--- config.mk ---
export PLATFORM = sky130hd
export DESIGN_NAME = ahb_slave_if_param
export DESIGN_NICKNAME = d
export VERILOG_FILES = /design/src/rtl/ahb_slave_if_param.sv
export SDC_FILE = /design/constraint.sdc
export NUM_CORES = 1
export LEC_CHECK = 0
export ABC_AREA = 1
export ABC_CLOCK_PERIOD_IN_PS = 3190
export CELL_PAD_IN_SITES_DETAIL_PLACEMENT = 1
export CELL_PAD_IN_SITES_GLOBAL_PLACEMENT = 1
export CORE_AREA = 10 10 143 145
export DETAILED_ROUTE_END_ITERATION = 10
export DIE_AREA = 0 0 153 155
export PLACE_DENSITY = 0.86
export RECOVER_POWER = 25
export SLEW_MARGIN = 20
export SYNTH_ARGS = -nofsm -noshare
export SYNTH_HDL_FRONTEND = slang
export SYNTH_SLANG_ARGS = --single-unit
--- constraint.sdc ---
create_clock -name hclk -period 3.19 [get_ports hclk]
set_input_delay 0.319 -clock hclk [delete_from_list [all_inputs] [get_ports hclk]]
set_output_delay 0.319 -clock hclk [all_outputs]
set_load 0.03 [all_outputs]
--- src/rtl/ahb_slave_if_param.sv ---
// AHB-side front end of the AHB-to-APB bridge: slot decode, stall-able pipeline, ERROR response FSM.
// Optional macro AHB_SLV_RDATA_REG_EN registers hrdata (one extra cycle of read latency).

module ahb_slv_pipe_stage #(
    parameter int W = 1
) (
    input  logic         hclk,
    input  logic         hreset,
    input  logic         en,
    input  logic [W-1:0] d,
    output logic [W-1:0] q
);
    always_ff @(posedge hclk) begin
        if (hreset)
            q <= '0;
        else if (en)
            q <= d;
    end
endmodule

module ahb_slave_if_param #(
    parameter int                ADDR_W      = 32,
    parameter int                DATA_W      = 32,
    parameter int                NUM_SEL     = 3,
    parameter logic [ADDR_W-1:0] BASE_ADDR   = 32'h8000_0000,
    parameter logic [ADDR_W-1:0] REGION_SIZE = 32'h0400_0000,
    parameter int                PIPE_DEPTH  = 2
) (
    input  logic               hclk,
    input  logic               hreset,
    input  logic               hwrite,
    input  logic               hreadyin,
    input  logic [1:0]         htrans,
    input  logic [ADDR_W-1:0]  haddr,
    input  logic [DATA_W-1:0]  hwdata,
    input  logic [DATA_W-1:0]  prdata,
    input  logic               bridge_ready,
    output logic               valid,
    output logic [NUM_SEL-1:0] tempselx,
    output logic [ADDR_W-1:0]  haddr_s1,
    output logic [ADDR_W-1:0]  haddr_sn,
    output logic [DATA_W-1:0]  hwdata_s1,
    output logic [DATA_W-1:0]  hwdata_sn,
    output logic               hwrite_s1,
    output logic               hwrite_sn,
    output logic [DATA_W-1:0]  hrdata,
    output logic               hreadyout,
    output logic [1:0]         hresp
);
    localparam int SH = $clog2(REGION_SIZE);
    // Window bounds carry one extra bit so BASE_ADDR + span never wraps to 0.
    localparam logic [ADDR_W:0] WIN_LO = {1'b0, BASE_ADDR};
    localparam logic [ADDR_W:0] REG_X  = {1'b0, REGION_SIZE};
    localparam logic [ADDR_W:0] WIN_HI = WIN_LO + REG_X * (ADDR_W+1)'(NUM_SEL);

    typedef struct packed {
        logic [ADDR_W-1:0] addr;
        logic [DATA_W-1:0] data;
        logic              wr;
    } stage_t;

    typedef enum logic [1:0] {OKAY, ERR1, ERR2} state_t;

    state_t                state, state_nx;
    stage_t [PIPE_DEPTH:0] stg;
    logic                  active, in_win, st_ok;
    logic [ADDR_W:0]       haddr_x;
    logic [ADDR_W-1:0]     offset, slot;
    logic                  unused_htrans0;

    assign unused_htrans0 = htrans[0];

    // ---------------- pipeline ----------------
    assign stg[0] = {haddr, hwdata, hwrite};

    genvar i;
    generate
        for (i = 1; i <= PIPE_DEPTH; i++) begin : g_pipe
            ahb_slv_pipe_stage #(.W($bits(stage_t))) u_stage (
                .hclk   (hclk),
                .hreset (hreset),
                .en     (hreadyin),
                .d      (stg[i-1]),
                .q      (stg[i])
            );
        end
    endgenerate

    assign haddr_s1  = stg[1].addr;
    assign hwdata_s1 = stg[1].data;
    assign hwrite_s1 = stg[1].wr;
    assign haddr_sn  = stg[PIPE_DEPTH].addr;
    assign hwdata_sn = stg[PIPE_DEPTH].data;
    assign hwrite_sn = stg[PIPE_DEPTH].wr;

    // ---------------- decode ----------------
    assign active  = hreadyin & htrans[1];
    assign haddr_x = {1'b0, haddr};
    assign in_win  = (haddr_x >= WIN_LO) && (haddr_x < WIN_HI);
    assign offset  = haddr - BASE_ADDR;
    assign slot    = offset >> SH;

    always_comb begin
        tempselx = '0;
        for (int s = 0; s < NUM_SEL; s++)
            tempselx[s] = in_win && (slot == ADDR_W'(s));
    end

    assign valid = active & in_win & st_ok;

    // ---------------- response FSM ----------------
    always_ff @(posedge hclk) begin
        if (hreset)
            state <= OKAY;
        else
            state <= state_nx;
    end

    always_comb begin
        state_nx  = state;
        hresp     = 2'b00;
        hreadyout = bridge_ready;
        st_ok     = 1'b1;
        case (state)
            OKAY: begin
                if (active && !in_win)
                    state_nx = ERR1;
            end
            ERR1: begin
                hresp     = 2'b01;
                hreadyout = 1'b0;
                st_ok     = 1'b0;
                state_nx  = ERR2;
            end
            ERR2: begin
                // Anything presented here is dropped; the master re-issues it.
                hresp     = 2'b01;
                hreadyout = 1'b1;
                st_ok     = 1'b0;
                state_nx  = OKAY;
            end
            default: begin
                state_nx = OKAY;
            end
        endcase
    end

    // ---------------- read data ----------------
`ifdef AHB_SLV_RDATA_REG_EN
    always_ff @(posedge hclk) begin
        if (hreset)
            hrdata <= '0;
        else if (bridge_ready)
            hrdata <= prdata;
    end
`else
    assign hrdata = prdata;
`endif

endmodule

==> results of run 1 <==
-- Yosys cell counts --
master	count	area share (%)
nor2_1	261	20
dfxtp_1	132	53
o21ai_0	130	13
buf_4	34	5.1
clkbuf_1	25	1.9
buf_6	15	3.4
nand2_1	7	0.53
inv_1	6	0.45
a21oi_1	4	0.40
ha_1	4	1.0
nand3_1	3	0.30
nor3_1	3	0.30
buf_2	1	0.10
buf_8	1	0.30
conb_1	1	0.075
inv_4	1	0.13
mux2_2	1	0.23
-- through the flow --
stage               cell area [um2]  util, %
floorplan                      4980        -
global placement               6820     38.6
detailed placement             6820     38.6
CTS                            7410     42.0
global route                   7410     41.9
finish                         7410     41.9
-- sequential cells by signal, summed over array words and instances (netlist names) --
signal,count
state,2
g_pipe.u_stage.q,130
-- cell families after synthesis --
| kind of cell | after synthesis | synth area share, % |
|---|---|---|
| other | 1 | 0.0753 |
| AO/OA/AOI/OAI | 134 | 13.5 |
| flip-flops | 132 | 53.1 |
| AND/OR/NAND/NOR | 274 | 20.8 |
| multiplexers | 1 | 0.226 |
| adder cells (fa/ha/maj) | 4 | 1.00 |
| buffers and inverters | 83 | 11.4 |
-- report_power, final --
part | total, mW | switching, mW | internal [mW]
Combinational | 0.961 | 0.567 | 0.394
Clock | 1.94 | 0.712 | 1.22
Sequential | 1.85 | 0.0717 | 1.77
-- cell usage in the layout (no fill, tap or decap) --
| cell type | n |
|---|---|
| a21oi_1 | 4 |
| buf_4 | 5 |
| bufinv_16 | 2 |
| clkbuf_1 | 1 |
| clkbuf_16 | 17 |
| clkbuf_2 | 2 |
| clkbuf_8 | 4 |
| clkdlybuf4s50_1 | 203 |
| clkinv_1 | 1 |
| clkinv_2 | 4 |
| clkinvlp_4 | 3 |
| conb_1 | 1 |
| dfxtp_1 | 132 |
| dlygate4sd3_1 | 1 |
| ha_1 | 4 |
| inv_1 | 5 |
| inv_4 | 1 |
| mux2_2 | 1 |
| nand2_1 | 7 |
| nand3_1 | 3 |
| nor2_1 | 261 |
| nor3_1 | 3 |
| o21ai_0 | 130 |
-- routing by layer --
metal  share of wire, %  wire [um]  track usage [%]
met2                 48       8050             21.9
met4                1.4        231             4.68
met3                9.3       1550             7.03
met1                 41       6780             14.8
met5                  0          0                0
-- layout make-up --
cell class	count	share of cell area, %
Clock inverter	9	1.39
Timing Repair Buffer	211	28.2
Clock buffer	22	6.54
Inverter	7	0.389
Tap cell	229	3.87
Sequential cell	132	35.7
Multi-Input combinational cell	414	23.9
-- worst reg2reg max path: cells and delay by family, from the launching register on --
family | cells | cell delay (ns)
buf+inv | 1 | 0.10
fa+ha+maj | 1 | 0.26
simple gates | 3 | 0.27
flops | 1 | 0.34
-- final timing paths --
path,startpoint,to
setup reg to reg,state[0],state[0]
hold / removal,hreadyin,g_pipe[1].u_stage.q[21]
hold reg to reg,g_pipe[2].u_stage.q[46],g_pipe[2].u_stage.q[46]
setup / recovery,state[0],valid
==> results.tsv, run 1 <==
stage	metric	value	unit
outcome	status	complete, but fails checks	
outcome	violations	capacitance limit, slew limit	
clock_tree	cts-hold-fix-buffers	0	
routing	viasPerCell	4.48	
worst_hold_path	holdCritPathClass	input port to register	
clock_tree	cts_tree	yes	
routing	routed_wirelength	16600	um
cells_and_area	area_growth	48.7	%
routing	ant_nets	0	
clock_tree	clk_pin_slew	0.05	ns
grt	antenna_found_initial	0	
worst_setup_path	cp_cell_sequence	inv_1 > ha_1 > nor3_1 > clkdlybuf4s50_1	
cells_and_area	fin_cells	1024	
clock_tree	postCtsSetupRepairBufs	0	
placement	dp_hpwl	11700	um
grt	grt_pass1_vias	4680	
synth	synth.cell_area	4980	um2
grt	track_usage	13.5	%
synth	synth.avg_cell_area	7.92	um2
grt	gr-total-overflow	0	
placement	io_buffers	205	
floorplanning	initial_core_util	28.2	%
synth	ys_seq_elements	132	
worst_setup_path	arrival	2.22	ns
grt	grt_max_degree	92	
cells_and_area	multi_input_area	1770	um2
timing	tightest_slew	1.60	ns
cells_and_area	drive_gt1_share	4.91	%
power	power_leakage	2.98	nW
synth	synth_cells	629	
placement	dp.cells	993	
timing	clock_skew	0.00817	ns
clock_tree	insertion_delay	0.41	ns
timing	hold_viol_final	0	
worst_setup_path	critical_path_class	register to output port	
worst_setup_path	worstPathBufferInverterCount	2	
floorplanning	boundaryPins	272	
floorplanning	coreArea	17700	um2
floorplanning	die_w	153	um
placement	pre_cts_ws	0.600	ns
power	total_power	4.74	mW
routing	first_iter_violations	213	
cells_and_area	antennaDiodeCount	0	
timing	holdWs	0.470	ns
cells_and_area	ff_latch_area	2640	um2
timing	layout_min_cycle_time	2.54	ns
cells_and_area	nets	890	
timing	fmax	394	MHz
worst_setup_path	cp.required	2.87	ns
timing	setup_tns	0	ns
synth	synth.distinct_cells	17	
timing	rsz0062_at_grt	false	
worst_setup_path	slowest_stage	clkdlybuf4s50_1	
power	peakVddDrop	0.000354	V
synth	yosysSeqAreaShare	53.1	%
routing	drc_errors	0	
worst_setup_path	crit_fanout	4	
placement	gp_congestion	0.710	
worst_setup_path	critPathLaunchType	register	
clock_tree	cts_inserted_buffers	17	
worst_setup_path	slowest_delay	0.76	ns
floorplanning	die_area	23700	um2
timing	maxSlewViolCount	92	
timing	timing.final.ws_setup	0.652	ns
flow_run	drv_cap	1	
clock_tree	cts_sinks	132	
timing	final.period_utilization	79.6	%
clock_tree	ctsResizeCount	0	
worst_setup_path	critPathTopFamily	buffers and inverters	
synth	synth_nets	736	
floorplanning	row_count	49	
clock_tree	cts-root-buf	clkbuf_16	
clock_tree	clk_path_buf_depth	2	
timing	maxSlewHeadroom	-6.64	%
worst_setup_path	ff2ff_path_depth	5	
clock_tree	h-tree-depth	4	
grt	grt_pass1_wl	26000	um
synth	yosysWarnings	0	
routing	routedWlPerCell	16.2	um
cells_and_area	fill_cells	2127	
worst_setup_path	ff2ff_setup_slack	2.15	ns
floorplanning	dieHeight	155	um
worst_setup_path	setup.worst_path.end_class	output port	
timing	finalSetupViolCount	0	
worst_setup_path	worst-path-stages	4	
routing	via_count	4587	
worst_hold_path	hold_depth	3	
power	p_per_area	640	nW/um2
routing	dr.pass1.iters	4	
Note: power is estimated with default switching activity, not from simulation.
==> run 2: changes to the inputs <==
--- a/config.mk
+++ b/config.mk
@@ -6,13 +6,13 @@
 export NUM_CORES = 1
 export LEC_CHECK = 0
 export ABC_AREA = 1
-export ABC_CLOCK_PERIOD_IN_PS = 3190
+export ABC_CLOCK_PERIOD_IN_PS = 2650
 export CELL_PAD_IN_SITES_DETAIL_PLACEMENT = 1
 export CELL_PAD_IN_SITES_GLOBAL_PLACEMENT = 1
-export CORE_AREA = 10 10 143 145
+export CORE_AREA = 10 10 147 149
 export DETAILED_ROUTE_END_ITERATION = 10
-export DIE_AREA = 0 0 153 155
-export PLACE_DENSITY = 0.86
+export DIE_AREA = 0 0 157 159
+export PLACE_DENSITY = 0.82
 export RECOVER_POWER = 25
 export SLEW_MARGIN = 20
 export SYNTH_ARGS = -nofsm -noshare
==> constraint.sdc (replaced) <==
create_clock -name hclk -period 2.65 [get_ports hclk]
set_input_delay 0.265 -clock hclk [delete_from_list [all_inputs] [get_ports hclk]]
set_output_delay 0.265 -clock hclk [all_outputs]
set_load 0.03 [all_outputs]
==> results.tsv, run 2 (synthesis results as in run 1) <==
stage	metric	value	unit	change
outcome	status	finished clean		
placement	placed_area	6850	um2	+0.42%
power	total_power	5.74	mW	+21%
timing	tightest_slew	1.25	ns	-0.352 ns
grt	grt_pass1_wl	26500	um	+2.2%
grt	grt_max_degree	133		+45%
power	peakVddDrop	0.000424	V	+20%
worst_setup_path	worstPathBufferInverterCount	2		unchanged
floorplanning	dieHeight	159	um	+2.6%
clock_tree	cts_inserted_buffers	17		unchanged
cells_and_area	antennaDiodeCount	0		unchanged
power	p_per_area	772	nW/um2	+21%
grt	gr-total-overflow	0		unchanged
routing	ant_nets	0		unchanged
floorplanning	coreArea	18600	um2	+5.2%
routing	dr.pass1.iters	4		unchanged
routing	routed_wirelength	16800	um	+0.88%
clock_tree	ctsResizeCount	0		unchanged
worst_setup_path	slowest_stage	clkdlybuf4s50_1		
grt	grt_use_met1	14.6	%	-0.20 points
flow_run	drv_cap	0		-1
clock_tree	cts-root-buf	clkbuf_16		
clock_tree	postCtsSetupRepairBufs	0		unchanged
timing	final.period_utilization	90.5	%	
routing	first_iter_violations	197		-7.5%
worst_setup_path	crit_fanout	4		unchanged
cells_and_area	largest-register	g_pipe.u_stage.q		
clock_tree	cts_sinks	132		unchanged
placement	io_buffers	205		unchanged
worst_setup_path	cp_cell_sequence	inv_1 > ha_1 > mux2_2 > clkdlybuf4s50_1		
worst_setup_path	arrival	2.13	ns	-0.09 ns
cells_and_area	fill_cells	2206		+3.7%
floorplanning	initial_core_util	26.8	%	-1.4 points
timing	setup_tns	0	ns	unchanged
worst_hold_path	holdCritPathClass	input port to register		
clock_tree	clk_pin_slew	0.06	ns	about the same
routing	via_count	4565		-0.48%
floorplanning	row_count	50		+2.0%
grt	track_usage	13.2	%	-0.26 points
floorplanning	die_area	25000	um2	+5.3%
power	power_leakage	2.98	nW	about the same
clock_tree	cts-hold-fix-buffers	0		unchanged
timing	clock_skew	0.00493	ns	-0.00323 ns
worst_setup_path	slowest_delay	0.61	ns	-0.15 ns
timing	rsz0062_at_grt	false		
worst_setup_path	critPathTopFamily	buffers and inverters		
grt	grt.busiest_layer	met2		
clock_tree	clk_path_buf_depth	2		unchanged
grt	met2_usage	21.7	%	-0.18 points
cells_and_area	area_growth	49.2	%	
routing	viasPerCell	4.44		-0.87%
cells_and_area	final_common_cell	nor2_1		
cells_and_area	nets	888		-0.22%
worst_setup_path	setup.worst_path.end_class	output port		
cells_and_area	final_cell_area	7430	um2	+0.35%
placement	pre_cts_ws	0.269	ns	-0.331 ns
routing	drc_errors	0		unchanged
cells_and_area	final_cell_mix	nor2_1 (261), clkdlybuf4s50_1 (203), dfxtp_1 (132), o21ai_0 (130), clkbuf_16 (17)		
clock_tree	h-tree-depth	4		unchanged
grt	antenna_found_initial	0		unchanged
worst_setup_path	critical_path_class	register to output port		
routing	routedWlPerCell	16.3	um	+0.49%
cells_and_area	largest_reg_flops	130		unchanged
floorplanning	boundaryPins	272		unchanged
worst_setup_path	cp.required	2.38	ns	-0.49 ns
timing	hold_viol_final	0		unchanged
timing	finalSetupViolCount	0		unchanged
cells_and_area	reg.largest.list	g_pipe.u_stage.q: 130 flops, state: 2 flops		
clock_tree	insertion_delay	0.41	ns	about the same
timing	timing.final.ws_setup	0.252	ns	-0.400 ns
worst_setup_path	critPathLaunchType	register		
timing	layout_min_cycle_time	2.40	ns	
timing	holdWs	0.326	ns	-0.144 ns
grt	grtUsageMet3	6.40	%	-0.64 points
timing	maxSlewViolCount	0		-100%
timing	maxSlewHeadroom	16.8	%	+23 points
cells_and_area	drive_gt1_share	4.79	%	-0.12 points
clock_tree	cts_tree	yes		
grt	grt_pass1_vias	4741		+1.3%
placement	gp_congestion	0.693		-2.3%
placement	dp_hpwl	11600	um	-0.43%
floorplanning	die_w	157	um	+2.6%
timing	fmax	417	MHz	
## run 2: cell types whose count changed in the layout (fill, tap and decap cells not counted), sizes merged
| cell | before | now |
|---|---|---|
| buf | 5 | 4 |
| bufinv | 2 | 3 |
| clkbuf | 24 | 19 |
| clkinv | 5 | 8 |
| clkinvlp | 3 | 4 |
## run 2: report_power, final
part	leakage (nW)	switching, mW	total (mW)	internal [mW]
clock network	0.281	0.891	2.36	1.47
logic	1.60	0.678	1.16	0.477
registers	1.10	0.0862	2.22	2.13
total	2.98	1.66	5.74	4.08
## run 2: area by class of cell
cell class | count | area (um2) | area share, %
Sequential cell | 132 | 2640 | 35.6
Timing Repair Buffer | 209 | 2100 | 28.3
Multi-Input combinational cell | 414 | 1770 | 23.8
Clock buffer | 18 | 429 | 5.77
Tap cell | 234 | 293 | 3.94
Clock inverter | 14 | 163 | 2.19
Inverter | 7 | 28.8 | 0.387
## run 2: final timing paths
| check | end | slack, ns | start | depth (start not counted) |
|---|---|---|---|---|
| hold reg to reg | g_pipe[2].u_stage.q[41] | 0.50 | g_pipe[2].u_stage.q[41] | 2 |
| setup reg to reg | state[0] | 1.64 | state[0] | 5 |
| hold / removal | g_pipe[1].u_stage.q[9] | 0.33 | hreadyin | 4 |
| setup / recovery | hreadyout | 0.25 | state[0] | 4 |
## run 2: layer usage
layer / vias up / part of all wire (%)
li1: 2269 / -
met1: 2141 / 41
met2: 137 / 48
met3: 18 / 8.8
met4: 0 / 1.3
met5: - / 0
## run 2: tightest hold or removal path: cells and delay by family
kind	cells	cell delay, ns
buffers and inverters	2	0.25
and+or+nand+nor	2	0.17
## run 2: through the flow
stage	util (%)	instances
floorplan	-	629
global placement	36.9	996
detailed placement	36.9	996
CTS	40.1	1028
global route	40.0	1028
finish	40.0	1028
==> run 3: changes to the inputs <==
--- a/config.mk
+++ b/config.mk
@@ -6,7 +6,7 @@
 export NUM_CORES = 1
 export LEC_CHECK = 0
 export ABC_AREA = 1
-export ABC_CLOCK_PERIOD_IN_PS = 2650
+export ABC_CLOCK_PERIOD_IN_PS = 2500
 export CELL_PAD_IN_SITES_DETAIL_PLACEMENT = 1
 export CELL_PAD_IN_SITES_GLOBAL_PLACEMENT = 1
 export CORE_AREA = 10 10 147 149
==> constraint.sdc (replaced) <==
create_clock -name hclk -period 2.5 [get_ports hclk]
set_input_delay 0.25 -clock hclk [delete_from_list [all_inputs] [get_ports hclk]]
set_output_delay 0.25 -clock hclk [all_outputs]
set_load 0.03 [all_outputs]
==> results.tsv, run 3 (synthesis results as in run 1) <==
stage	metric	value	unit	change
timing	finalSetupViolCount	0		unchanged
floorplanning	dieHeight	159	um	unchanged
routing	routed_wirelength	16900	um	+0.89%
routing	wl_met2	8160	um	+0.47%
routing	viasPerCell	4.47		+0.73%
routing	first_iter_violations	163		-17%
clock_tree	insertion_delay	0.41	ns	about the same
worst_setup_path	slowest_stage	clkdlybuf4s50_1		
cells_and_area	final_cell_mix	nor2_1 (261), clkdlybuf4s50_1 (201), dfxtp_1 (132), o21ai_0 (130), clkbuf_16 (17)		
cells_and_area	fill_cells	2227		+0.95%
worst_setup_path	cp.required	2.25	ns	-0.13 ns
worst_setup_path	crit_fanout	3		-1
timing	tightest_slew	1.24	ns	-0.00806 ns
timing	layout_min_cycle_time	2.22	ns	
clock_tree	postCtsSetupRepairBufs	0		unchanged
grt	grt_pass1_vias	4721		-0.42%
worst_setup_path	arrival	1.97	ns	-0.16 ns
routing	drc_errors	0		unchanged
floorplanning	initial_core_util	26.8	%	unchanged
worst_setup_path	worstPathBufferInverterCount	2		unchanged
cells_and_area	reg.largest.list	g_pipe.u_stage.q: 130 flops, state: 2 flops		
clock_tree	cts_inserted_buffers	17		unchanged
cells_and_area	final_common_cell	nor2_1		
worst_setup_path	setup.worst_path.end_class	output port		
timing	hold_viol_final	0		unchanged
clock_tree	cts_sinks	132		unchanged
grt	grt_pass1_wl	26500	um	-0.26%
cells_and_area	nets	889		+0.11%
clock_tree	cts_tree	yes		
worst_setup_path	critical_path_class	input port to output port		
power	total_power	6.01	mW	+4.7%
clock_tree	clk_pin_slew	0.06	ns	about the same
worst_setup_path	critPathLaunchType	input port		
worst_setup_path	cp_cell_sequence	clkdlybuf4s50_1 > nor2_1 > nand2_1 > nor3_1 > clkdlybuf4s50_1		
grt	track_usage	13.3	%	+0.11 points
placement	gp_congestion	0.709		+2.3%
floorplanning	die_w	157	um	unchanged
grt	antenna_found_initial	0		unchanged
cells_and_area	area_growth	48.7	%	
timing	maxSlewViolCount	0		unchanged
floorplanning	boundaryPins	272		unchanged
clock_tree	cts-root-buf	clkbuf_16		
timing	clock_skew	0.00871	ns	+0.00377 ns
routing	via_count	4594		+0.64%
floorplanning	coreArea	18600	um2	unchanged
clock_tree	h-tree-depth	4		unchanged
floorplanning	row_count	50		unchanged
floorplanning	die_area	25000	um2	unchanged
worst_setup_path	critPathTopFamily	buffers and inverters		
routing	highest_layer	met4		
routing	routedWlPerCell	16.5	um	+0.99%
power	peakVddDrop	0.000445	V	+5.0%
routing	met1_length	6950	um	+0.27%
cells_and_area	largest-register	g_pipe.u_stage.q		
timing	final.period_utilization	89.0	%	
placement	dp_hpwl	11900	um	+1.8%
worst_setup_path	slowest_delay	0.72	ns	+0.11 ns
cells_and_area	largest_reg_flops	130		unchanged
outcome	status	finished clean		
timing	rsz0062_at_grt	false		
cells_and_area	drive_gt1_share	4.54	%	-0.25 points
flow_run	drv_cap	0		unchanged
routing	ant_nets	0		unchanged
clock_tree	cts-hold-fix-buffers	0		unchanged
routing	met3_length	1530	um	+3.2%
timing	fmax	450	MHz	
worst_setup_path	cpMostUsedCell	clkdlybuf4s50_1		
timing	setup_tns	0	ns	unchanged
cells_and_area	antennaDiodeCount	0		unchanged
grt	gr-total-overflow	0		unchanged
grt	grt_max_degree	133		unchanged
power	power_leakage	3.00	nW	+0.66%
worst_hold_path	holdCritPathClass	input port to register		
clock_tree	ctsResizeCount	0		unchanged
power	p_per_area	811	nW/um2	+5.0%
clock_tree	clk_path_buf_depth	2		unchanged
timing	maxSlewHeadroom	17.4	%	+0.54 points
placement	io_buffers	205		unchanged
routing	dr.pass1.iters	4		unchanged
## run 3: worst paths after layout
path / startpoint / to / slack [ns] / depth (start not counted)
worst max-delay path: haddr[28] / tempselx[2] / 0.28 / 5
worst max register to register: state[0] / state[0] / 1.48 / 4
worst min register to register: g_pipe[2].u_stage.q[43] / g_pipe[2].u_stage.q[43] / 0.49 / 2
worst min-delay path: hreadyin / g_pipe[2].u_stage.q[64] / 0.40 / 5
## run 3: final cells by class
class	instances	area, um2	area share [%]
Timing Repair Buffer	210	2100	28.4
Tap cell	234	293	3.95
Clock inverter	9	106	1.44
Clock buffer	21	460	6.22
Sequential cell	132	2640	35.7
Inverter	7	28.8	0.389
Multi-Input combinational cell	414	1770	23.9
## run 3: worst register-to-register path: stages (launching register included)
cell	delay [ns]
dfxtp_1	0.34
inv_1	0.09
ha_1	0.25
a21oi_1	0.17
nor2_1	0.06
## run 3: through the flow
stage	instances	hold WS, ns	utilization, %	area, um2	setup WS, ns
2_1_floorplan	629	0.385	-	4980	0.676
3_3_place_gp	997	0.474	36.9	6850	0.169
3_5_place_dp	997	0.481	36.9	6850	0.154
4_1_cts	1027	0.399	39.9	7410	0.0539
5_1_grt	1027	0.428	39.9	7410	0.0980
6_report	1027	0.397	39.9	7410	0.276
## run 3: power breakdown
group	switching [mW]	internal (mW)	total (mW)
Combinational	0.719	0.504	1.22
Sequential	0.0922	2.26	2.35
Clock	0.925	1.51	2.43
## run 3: routing by layer
layer	global-route usage (%)	up-vias
li1	-	2274
met1	14.7	2167
met2	21.7	137
met3	6.18	16
met4	5.11	0
met5	0	-
